## src/rtl/load_store_unit.sv

```systemverilog
// Load/store unit: one memory op at a time, registered bus request, byte/half extract and extend.
// Optional macro LSU_MISALIGN_TRAP_EN turns misaligned half/word accesses into error responses.
`timescale 1ns/1ps
module load_store_unit #(
   parameter int XLEN = 32
) (
   input  logic            clk,
   input  logic            rst_n,
   input  logic            req_valid,
   output logic            req_ready,
   input  logic            req_load,
   input  logic            req_store,
   input  logic [2:0]      req_funct3,
   input  logic [XLEN-1:0] req_addr,
   input  logic [XLEN-1:0] req_wdata,
   output logic            mem_req,
   output logic            mem_we,
   output logic [XLEN-1:0] mem_addr,
   output logic [3:0]      mem_be,
   output logic [XLEN-1:0] mem_wdata,
   input  logic            mem_ack,
   input  logic [XLEN-1:0] mem_rdata,
   output logic            resp_valid,
   output logic [XLEN-1:0] resp_data,
   output logic            resp_err
);

   typedef enum logic [1:0] {IDLE, BUS, RESP} state_t;

   localparam logic [2:0] LOAD_BYTE          = 3'b000;
   localparam logic [2:0] LOAD_HALF          = 3'b001;
   localparam logic [2:0] LOAD_WORD          = 3'b010;
   localparam logic [2:0] LOAD_BYTE_UNSIGNED = 3'b100;
   localparam logic [2:0] LOAD_HALF_UNSIGNED = 3'b101;

   state_t          state_q, state_d;
   logic            mem_req_q, mem_req_d;
   logic            mem_we_q, mem_we_d;
   logic [XLEN-1:0] mem_addr_q, mem_addr_d;
   logic [3:0]      mem_be_q, mem_be_d;
   logic [XLEN-1:0] mem_wdata_q, mem_wdata_d;
   logic            resp_valid_q, resp_valid_d;
   logic [XLEN-1:0] resp_data_q, resp_data_d;
   logic            resp_err_q, resp_err_d;
   logic [2:0]      ld_funct3_q, ld_funct3_d;
   logic [1:0]      ld_off_q, ld_off_d;

   logic            load_bad, store_bad, misalign, illegal;
   logic [1:0]      eff_off;

   function automatic logic [XLEN-1:0] load_ext(input logic [2:0] f3, input logic [1:0] off,
                                                input logic [XLEN-1:0] word);
      logic [XLEN-1:0] sh;
      sh = word >> {off, 3'b000};
      case (f3)
         LOAD_BYTE:          return {{24{sh[7]}}, sh[7:0]};
         LOAD_HALF:          return {{16{sh[15]}}, sh[15:0]};
         LOAD_BYTE_UNSIGNED: return {24'h0, sh[7:0]};
         LOAD_HALF_UNSIGNED: return {16'h0, sh[15:0]};
         default:            return word;
      endcase
   endfunction

   always_comb begin
      load_bad  = (req_funct3 == 3'b011) || (req_funct3 == 3'b110) || (req_funct3 == 3'b111);
      store_bad = (req_funct3 >= 3'b011);
`ifdef LSU_MISALIGN_TRAP_EN
      misalign  = ((req_funct3[1:0] == 2'b01) && req_addr[0]) ||
                  ((req_funct3[1:0] == 2'b10) && (req_addr[1:0] != 2'b00));
`else
      misalign  = 1'b0;
`endif
      illegal   = (req_load == req_store) || (req_load ? load_bad : store_bad) || misalign;

      // Halfword/word offsets snap to natural alignment when misalignment is not trapped.
      case (req_funct3[1:0])
         2'b00:   eff_off = req_addr[1:0];
         2'b01:   eff_off = {req_addr[1], 1'b0};
         default: eff_off = 2'b00;
      endcase

      state_d      = state_q;
      mem_req_d    = mem_req_q;
      mem_we_d     = mem_we_q;
      mem_addr_d   = mem_addr_q;
      mem_be_d     = mem_be_q;
      mem_wdata_d  = mem_wdata_q;
      resp_valid_d = 1'b0;
      resp_data_d  = resp_data_q;
      resp_err_d   = resp_err_q;
      ld_funct3_d  = ld_funct3_q;
      ld_off_d     = ld_off_q;

      case (state_q)
         IDLE: begin
            if (req_valid) begin
               if (illegal) begin
                  state_d      = RESP;
                  resp_valid_d = 1'b1;
                  resp_err_d   = 1'b1;
                  resp_data_d  = '0;
               end else begin
                  state_d     = BUS;
                  mem_req_d   = 1'b1;
                  mem_we_d    = req_store;
                  mem_addr_d  = {req_addr[XLEN-1:2], 2'b00};
                  ld_funct3_d = req_funct3;
                  ld_off_d    = eff_off;
                  mem_be_d    = 4'b0000;
                  mem_wdata_d = '0;
                  if (req_store) begin
                     case (req_funct3[1:0])
                        2'b00: begin
                           mem_be_d    = 4'b0001 << eff_off;
                           mem_wdata_d = {4{req_wdata[7:0]}};
                        end
                        2'b01: begin
                           mem_be_d    = 4'b0011 << eff_off;
                           mem_wdata_d = {2{req_wdata[15:0]}};
                        end
                        default: begin
                           mem_be_d    = 4'b1111;
                           mem_wdata_d = req_wdata;
                        end
                     endcase
                  end
               end
            end
         end
         BUS: begin
            if (mem_ack) begin
               state_d      = RESP;
               mem_req_d    = 1'b0;
               resp_valid_d = 1'b1;
               resp_err_d   = 1'b0;
               resp_data_d  = mem_we_q ? '0 : load_ext(ld_funct3_q, ld_off_q, mem_rdata);
            end
         end
         default: state_d = IDLE;
      endcase
   end

   always_ff @(posedge clk or negedge rst_n) begin
      if (!rst_n) begin
         state_q      <= IDLE;
         mem_req_q    <= 1'b0;
         mem_we_q     <= 1'b0;
         mem_addr_q   <= '0;
         mem_be_q     <= 4'b0000;
         mem_wdata_q  <= '0;
         resp_valid_q <= 1'b0;
         resp_data_q  <= '0;
         resp_err_q   <= 1'b0;
         ld_funct3_q  <= 3'b000;
         ld_off_q     <= 2'b00;
      end else begin
         state_q      <= state_d;
         mem_req_q    <= mem_req_d;
         mem_we_q     <= mem_we_d;
         mem_addr_q   <= mem_addr_d;
         mem_be_q     <= mem_be_d;
         mem_wdata_q  <= mem_wdata_d;
         resp_valid_q <= resp_valid_d;
         resp_data_q  <= resp_data_d;
         resp_err_q   <= resp_err_d;
         ld_funct3_q  <= ld_funct3_d;
         ld_off_q     <= ld_off_d;
      end
   end

   assign req_ready  = (state_q == IDLE);
   assign mem_req    = mem_req_q;
   assign mem_we     = mem_we_q;
   assign mem_addr   = mem_addr_q;
   assign mem_be     = mem_be_q;
   assign mem_wdata  = mem_wdata_q;
   assign resp_valid = resp_valid_q;
   assign resp_data  = resp_data_q;
   assign resp_err   = resp_err_q;

endmodule

```

## config.mk

```make
export PLATFORM = sky130hd
export DESIGN_NAME = load_store_unit
export DESIGN_NICKNAME = d
export VERILOG_FILES = /design/src/rtl/load_store_unit.sv
export SDC_FILE = /design/constraint.sdc
export NUM_CORES = 1
export LEC_CHECK = 0
export ABC_AREA = 1
export ABC_CLOCK_PERIOD_IN_PS = 1500
export CAP_MARGIN = 20
export CORE_MARGIN = 1
export CORE_UTILIZATION = 40
export DETAILED_ROUTE_END_ITERATION = 10
export GPL_TIMING_DRIVEN = 0
export PLACE_DENSITY = 0.77
export SLEW_MARGIN = 15
export SYNTH_ARGS = -nofsm -noshare
export SYNTH_HDL_FRONTEND = slang
export SYNTH_SLANG_ARGS = --single-unit
```

## constraint.sdc

```tcl
create_clock -name clk -period 1.5 [get_ports clk]
set_clock_uncertainty 0.15 [all_clocks]
set_input_delay 0.3 -clock clk [delete_from_list [all_inputs] [get_ports clk]]
set_output_delay 0.3 -clock clk [all_outputs]
set_load 0.02 [all_outputs]
```

; ---- After elaboration in Yosys (flattened, before gate mapping)
; Index checks and enable logic that the tools add are counted.
[classes]
magnitude_cmp = 1
eq_ne = 13
shifts = 3
n_mux = 27
bitwise = 1
reduce_logical = 11
[op_table]
columns = operator, count
row1 = 2-to-1 mux 32 bit, 5
row2 = case mux 32 bit (2 select lines), 2
row3 = case mux 32 bit (4 select lines), 1
row4 = >> shifter 32 x 5 -> 16 bit, 1
row5 = == test 3 bit (second input constant), 4
row6 = 2-to-1 mux 1 bit, 9
row7 = case mux 2 bit (2 select lines), 2
row8 = case mux 4 bit (2 select lines), 1
row9 = AND reduction 4 bit, 2
row10 = 2-to-1 mux 2 bit, 3
row11 = inequality test 2 bit (second input constant), 3
row12 = case mux 1 bit (2 select lines), 3
row13 = == test 2 x 1 -> 1 bit (second input constant), 2
row14 = logical NOT 2 bit, 2
row15 = 2-to-1 mux 4 bit, 1
row16 = << shifter 1 x 2 -> 4 bit (first input constant), 1
row17 = << shifter 2 x 2 -> 4 bit (first input constant), 1
row18 = == test 3 x 1 -> 1 bit (second input constant), 1
row19 = == test 3 x 2 -> 1 bit (second input constant), 1
row20 = >= comparator 3 x 2 -> 1 bit (second input constant), 1
row21 = logical NOT 3 bit, 1
row22 = logical OR 1 bit, 3
row23 = AND reduction 3 bit, 1
row24 = inequality test 2 x 1 -> 1 bit (second input constant), 1
row25 = 4 further kinds, 4
[totals]
reg_bits = 109
output_inout_bits = 105

; ---- Logic depth before layout (Yosys ltp)
; Gate-level depths: netlist of run 1.
[depth]
ltp_word = 8
ltp_mapped = 10
depth_no_buf = 8

; ---- Least setup slack after synthesis of run 1
; Ideal clock, no wire load.
[synth_path]
path_kind = flip-flop to flip-flop
from = reg state_q[0]
to = reg mem_addr_q[10] (netlist: mem_addr[10])
t_arrival_ns = 1.463
required_time_ns = 1.233
slack_ns = -0.230
stages_incl_launch_ff = 9
period_less_slack_ns = 1.730
path_cell_list = dfrtp_1 nor2_1 nand2_1 nor2_2 inv_2 buf_6 buf_6 nand2_1 nand2_1
[synth_via]
elab_chain_cells = 2
[synth_lines]
columns = item, line
row1 = "start, declared", 36  ; state_t state_q, state_d;
row2 = "start signal, assigned", 157  ; state_q <= state_d;
row3 = logical NOT 2 bit, --
row4 = via req_ready, 10  ; output logic req_ready,
row5 = AND reduction 3 bit (no line), --
row6 = "end signal, assigned", 160  ; mem_addr_q <= mem_addr_d;
row7 = "end, declared", 39  ; logic [XLEN-1:0] mem_addr_q, mem_addr_d;
; The timed path passes the listed nets, and every way through them passes these cells.
; A chain may end at the register's enable or synchronous reset.

; ---- Final worst setup path of run 1
[layout_path]
from = reg state_q[0]
to = reg mem_wdata_q[22] (netlist: mem_wdata[22])
[layout_via]
elab_chain_cells = 2
[layout_lines]
columns = item, line
row1 = logical NOT 2 bit, 94  ; case (state_q)
row2 = AND reduction 3 bit (no line), --
row3 = "end signal, assigned", 162  ; mem_wdata_q <= mem_wdata_d;
row4 = "end, declared", 41  ; logic [XLEN-1:0] mem_wdata_q, mem_wdata_d;
; No other way between the ends.

==> results.cfg, run 1 <==
[run_status]
status = complete, but fails checks
violations = setup timing

[sta]
setup-violations-final = 106
setup-tns-final_ns = -9.62
worst_slack_ns = -0.163
drv_slew = 0
min_period_ns = 1.66
hold_viol = 0
rsz0062_at_grt = yes
finalCritPeriodShare = 1.11
maxClockFrequency_mhz = 601

[floorplan]
io_pins = 210
dieArea_um2 = 14000
start_util = 0.409
core_area_um2 = 13200
die_y_um = 118
fp.dieW_um = 118
rows = 42

[cts]
cts_sinks = 109
tritoncts = done
worstSkewPairLatency_ns = 0.35
cts_made_buffers = 9
cts_htree_levels = 3
cts_root_buf = clkbuf_16
clk_pin_slew_worst_paths_ns = 0.07
cts.path.max_buffers = 2

[route]
routed_wl_mm = 19.0
vias_per_cell = 5.17
wl_per_cell_um = 17.2
vias = 5714
drt_iter0_drc = 364
ant_nets = 0
firstDrtPassIters = 5
drc = 0

[critical_path]
rr_startpoint = state_q[0]
rrSetupSlack_ns = -0.16
cp.arrival_ns = 1.80
cp_max_fo = 8
setup.worst_path.end_class = register
cp-startpoint = state_q[0]
r2r.worst_path.cells = 9
crit-reg2reg-capture = mem_wdata[22]
cp-start-kind = register
path_class = register to register
critPathCapture = mem_wdata[22]
required_ns = 1.63

[finish]
area_delta_synth_final_pct = 66.7
drive_gt1_frac = 0.311
layout_commonest_cell = nand2_1
final_cell_mix = nand2_1 (219), dfrtp_1 (105), clkdlybuf4s50_1 (97)
num-fill-cells = 1054
n_antenna_cell = 0
fin_nets = 1029

[power]
switching_share = 0.386
intPower_mw = 7.38
p_clk_frac = 0.199
netSwitchingPower_mw = 4.65
p_leak_nw = 4.50
irDropWorstVdd_v = 0.000664
pwr-share-comb = 0.452
powerDensity_nw_per_um2 = 1340
seq_power_share = 0.349

[place]
place.gp.congestion = 0.897
hpwl_mm = 12.8
portBuffers = 206
post-place-ws_ns = -0.678

[synthesis]
yosysSeqAreaShare = 0.506
synth-seq-cells = 109
ys_warn_count = 0
ys_types = 29
netlist_instances = 662
syn_avg_cell_area_um2 = 8.15
syn_area_um2 = 5400

[grt]
grt_pass1_wl_mm = 29.3
gr-usage-met3 = 0.0738
busiest_layer = met2
grt_use_met2 = 0.438
first_global_vias = 5626
grt_max_degree = 74
overflow = 0
gr-usage-met1 = 0.340
grtUsageTotal = 0.271
antenna_found_initial = 0

[run]
maxCapViolCount = 0

[min_path]
hp-class = input port to register
-- flip-flops by register name (all words and copies together), names as in the netlist --
register	count
ld_off_q	2
state_q	2
mem_addr	30
resp_data	32
resp_valid	1
mem_wdata	32
mem_be	4
ld_funct3_q	3
mem_req	1
mem_we	1
resp_err	1
-- worst max-delay path, cell delays in order, from the launching register on --
cell and delay [ns]:
dfrtp_2 0.43, nor2_4 0.12, buf_6 0.11, nand2_4 0.05, nor2_4 0.10, buf_6 0.12, buf_12 0.13, nand2_8 0.10
clkbuf_16 0.18, o21ai_2 0.10
-- final cells by class --
cell class / instances / area (um2) / area share
buffer: 38 / 469 / 0.0522
clock buffer: 11 / 243 / 0.0270
clock inverter: 5 / 50.0 / 0.00556
inverter: 29 / 125 / 0.0139
multi-input combinational: 485 / 2650 / 0.295
sequential: 109 / 2730 / 0.304
tap: 176 / 220 / 0.0245
timing repair buffer: 252 / 2500 / 0.278
-- metrics by stage --
stage	hold WS, ns	power [mW]	cells	area [um2]	utilization
finish	0.175	12.0	1105	8990	0.682
floorplan	-0.146	6.70	663	5410	-
global route	0.196	12.6	1105	8990	0.682
detailed placement	0.0741	9.10	1046	7720	0.585
CTS	0.159	11.8	1091	8800	0.667
global placement	0.303	9.03	1045	7690	0.583
-- layer usage --
layer	part of all wire	wire length, um	up-vias
li1	-	-	2663
met1	0.40	7630	2741
met2	0.48	9120	272
met3	0.092	1760	38
met4	0.025	478	0
met5	0	0	-
-- worst min path at each step --
| stage | from | to | slack (ns) | depth (start not counted) |
|---|---|---|---|---|
| global route | req_store | mem_wdata[13] | 0.20 | 3 |
| finish | req_store | mem_wdata[13] | 0.18 | 3 |
| global placement | mem_addr[26] | mem_addr[26] | 0.30 | 2 |
| detailed placement | rst_n | resp_data[28] | 0.07 | 1 |
| floorplan | rst_n | ld_funct3_q[0] | -0.15 | 0 |
| CTS | req_store | mem_wdata[6] | 0.16 | 3 |
-- cell usage after synthesis (all sizes together) --
library cell	number	area (um2)
or2	1	6.26
o2111ai	9	78.8
o21bai	5	41.3
o211ai	9	67.6
dfrtp	109	2730
inv	29	109
a21oi	13	65.1
nand4	1	6.26
o21ai	43	287
clkbuf	11	41.3
buf	29	226
nor2	49	209
nor3	9	45.0
conb	1	3.75
mux2i	5	50.1
o21a	1	7.51
nand3	74	418
nand2	264	1010
-- timing repair --
| action | CTS | global route |
|---|---|---|
| setup endpoints to repair | 211 | 159 |
| endpoints found under the hold margin | 36 | 0 |
| buffers inserted | 21 | 12 |
| pin swaps | 10 | 31 |
| resized for setup | 345 | 143 |
| gates cloned | 7 | 5 |
| hold buffers | 1 | 0 |
-- power groups by stage --
stage / clock network (mW) / logic [mW] / registers (mW)
finish: 2.40 / 5.44 / 4.19
detailed placement: 0 / 4.91 / 4.19
global route: 2.52 / 5.83 / 4.29
global placement: 0 / 4.85 / 4.18
CTS: 2.42 / 5.23 / 4.17
floorplan: 0 / 1.65 / 5.05
-- cells by family after synthesis --
logic type | synth area share
other | 0.000695
buffers and inverters | 0.0698
DFF | 0.506
AOI/OAI and AO/OA | 0.101
muxes | 0.00928
and+or+nand+nor | 0.313
(Power assumes the default switching activity.)
==> run 2, diff against run 1 <==
--- a/config.mk
+++ b/config.mk
@@ -7,12 +7,12 @@
 export LEC_CHECK = 0
 export ABC_AREA = 1
 export ABC_CLOCK_PERIOD_IN_PS = 1500
-export CAP_MARGIN = 20
-export CORE_MARGIN = 1
+export CAP_MARGIN = 40
 export CORE_UTILIZATION = 40
 export DETAILED_ROUTE_END_ITERATION = 10
 export GPL_TIMING_DRIVEN = 0
 export PLACE_DENSITY = 0.77
+export SKIP_CTS_REPAIR_TIMING = 1
 export SLEW_MARGIN = 15
 export SYNTH_ARGS = -nofsm -noshare
 export SYNTH_HDL_FRONTEND = slang
==> run 2 against run 1 <==
  * The flow still finishes with violations (setup timing)
  * Die area stayed put
  * Register-to-register slack worse by 0.11 ns
  * Utilization is 1.4 points higher
  * Design area is 2.0% higher
  * Cell count is 1.2% lower
  * Sequential cell count stayed put
  * Critical endpoint is now mem_wdata[31]
  * Non-clock buffer count is 14 lower
  * Count of clock-buffer cells in the layout stayed put
  * Sequential power hardly changed
  * Worst hold slack worse by 0.024 ns
  * Setup slack worse by 0.11 ns
==> results.cfg, run 2 (same netlist as run 1, synthesis figures left out) <==
[floorplan]
io_pins = 210
die_y_um = 118
core_area_um2 = 13200
start_util = 0.409
fp.dieW_um = 118
dieArea_um2 = 14000
rows = 42

[cts]
cts_made_buffers = 9
clk_pin_slew_worst_paths_ns = 0.07
cts.path.max_buffers = 2
cts_root_buf = clkbuf_16
cts_htree_levels = 3
tritoncts = done
worstSkewPairLatency_ns = 0.36
cts_sinks = 109

[finish]
layout_commonest_cell = nand2_1
fin_nets = 1016
final_cell_mix = nand2_1 (246), dfrtp_1 (108), dlymetal6s2s_1 (107)
n_antenna_cell = 0
finish.utilization = 0.696
area_delta_synth_final_pct = 70.1
drive_gt1_frac = 0.209
num-fill-cells = 1003
stdcell_area_um2 = 9180

[critical_path]
crit_top_cell = nor2_4
path_cells = buf_6, nor2_4, nand2_2, nor2_4, buf_12, nand2_8, clkbuf_16, o21ai_2
cp-start-kind = register
critical_path_buf_inv_count = 3
cpPeakStageDelay_ns = 0.41
required_ns = 1.64
path_class = register to register
cp.arrival_ns = 1.91
slowest_stage = dfrtp_1
setup.worst_path.end_class = register
crit_family = simple AND/OR/NAND/NOR gates
cp_max_fo = 8

[power]
powerDensity_nw_per_um2 = 1300
irDropWorstVdd_v = 0.000746
p_leak_nw = 5.77

[sta]
setup-tns-final_ns = -18.39
setup-violations-final = 109
worst_pin_slew_ns = 0.724
hold-worst-slack_ns = 0.151
worst_slack_ns = -0.271
finalCritPeriodShare = 1.18
maxClockFrequency_mhz = 565
hold_viol = 0
rsz0062_at_grt = yes
slew_headroom = 0.517
drv_slew = 0
min_period_ns = 1.77

[grt]
antenna_found_initial = 0
grtUsageTotal = 0.256
grt_max_degree = 74
gr-usage-met3 = 0.0758
gr-usage-met1 = 0.325
busiest_layer = met2
grt_use_met2 = 0.410
overflow = 0
first_global_vias = 5290
grt_pass1_wl_mm = 27.8

[route]
firstDrtPassIters = 5
vias = 5666
drt_iter0_drc = 315
drc = 0
vias_per_cell = 5.19
ant_nets = 0
wl_per_cell_um = 17.4
routed_wl_mm = 19.0

[run_status]
status = complete, but fails checks
violations = setup timing

[place]
portBuffers = 206
place.gp.congestion = 0.897
placed_area_um2 = 7720
hpwl_mm = 12.8

[min_path]
hp-class = input port to register

[run]
maxCapViolCount = 0
==> run 2: metal layers <==
layer / wire (um) / vias up / part of all wire
met5: 0 / - / 0
met4: 475 / 0 / 0.025
met3: 1680 / 35 / 0.088
met2: 9290 / 285 / 0.49
met1: 7500 / 2700 / 0.40
li1: - / 2646 / -
==> run 2: through the flow <==
step                      std cells  setup slack [ns]  total power [mW]
after detailed placement       1046            -0.678              9.10
final                          1092            -0.271              12.0
after global routing           1092            -0.337              12.6
after floorplan                 663          -0.00447              6.70
after global placement         1045             -4.34              9.03
after CTS                      1062            -0.560              11.5
==> run 2: worst min-delay path: cells and delay by family <==
family	cells	cell delay (ns)
buffers and inverters	1	0.20
AND/OR/NAND/NOR	2	0.13
==> run 2: power by group <==
| part | total, mW | switching, mW | internal (mW) |
|---|---|---|---|
| registers | 4.17 | 0.468 | 3.70 |
| clock network | 2.41 | 1.08 | 1.33 |
| logic | 5.40 | 2.95 | 2.45 |
| total | 12.0 | 4.49 | 7.48 |
==> run 2: final timing paths <==
path                                from              to  slack (ns)  cells past startpoint
setup / recovery              state_q[1]   mem_wdata[31]       -0.27                      8
hold / removal             req_funct3[2]  ld_funct3_q[2]        0.15                      3
setup reg to reg              state_q[1]   mem_wdata[31]       -0.27                      8
hold reg to reg             mem_addr[11]    mem_addr[11]        0.31                      2
max in group asynchronous          rst_n     ld_off_q[0]        0.25                      3
min in group asynchronous          rst_n   resp_data[26]        0.26                      2
==> run 2: final cells by class <==
type	count	area, um2	share of cell area
timing repair buffer	236	2740	0.299
tap	176	220	0.0240
multi-input combinational	486	2650	0.289
clock buffer	11	243	0.0264
buffer	40	423	0.0461
sequential	109	2730	0.297
clock inverter	5	50.0	0.00545
inverter	29	116	0.0127
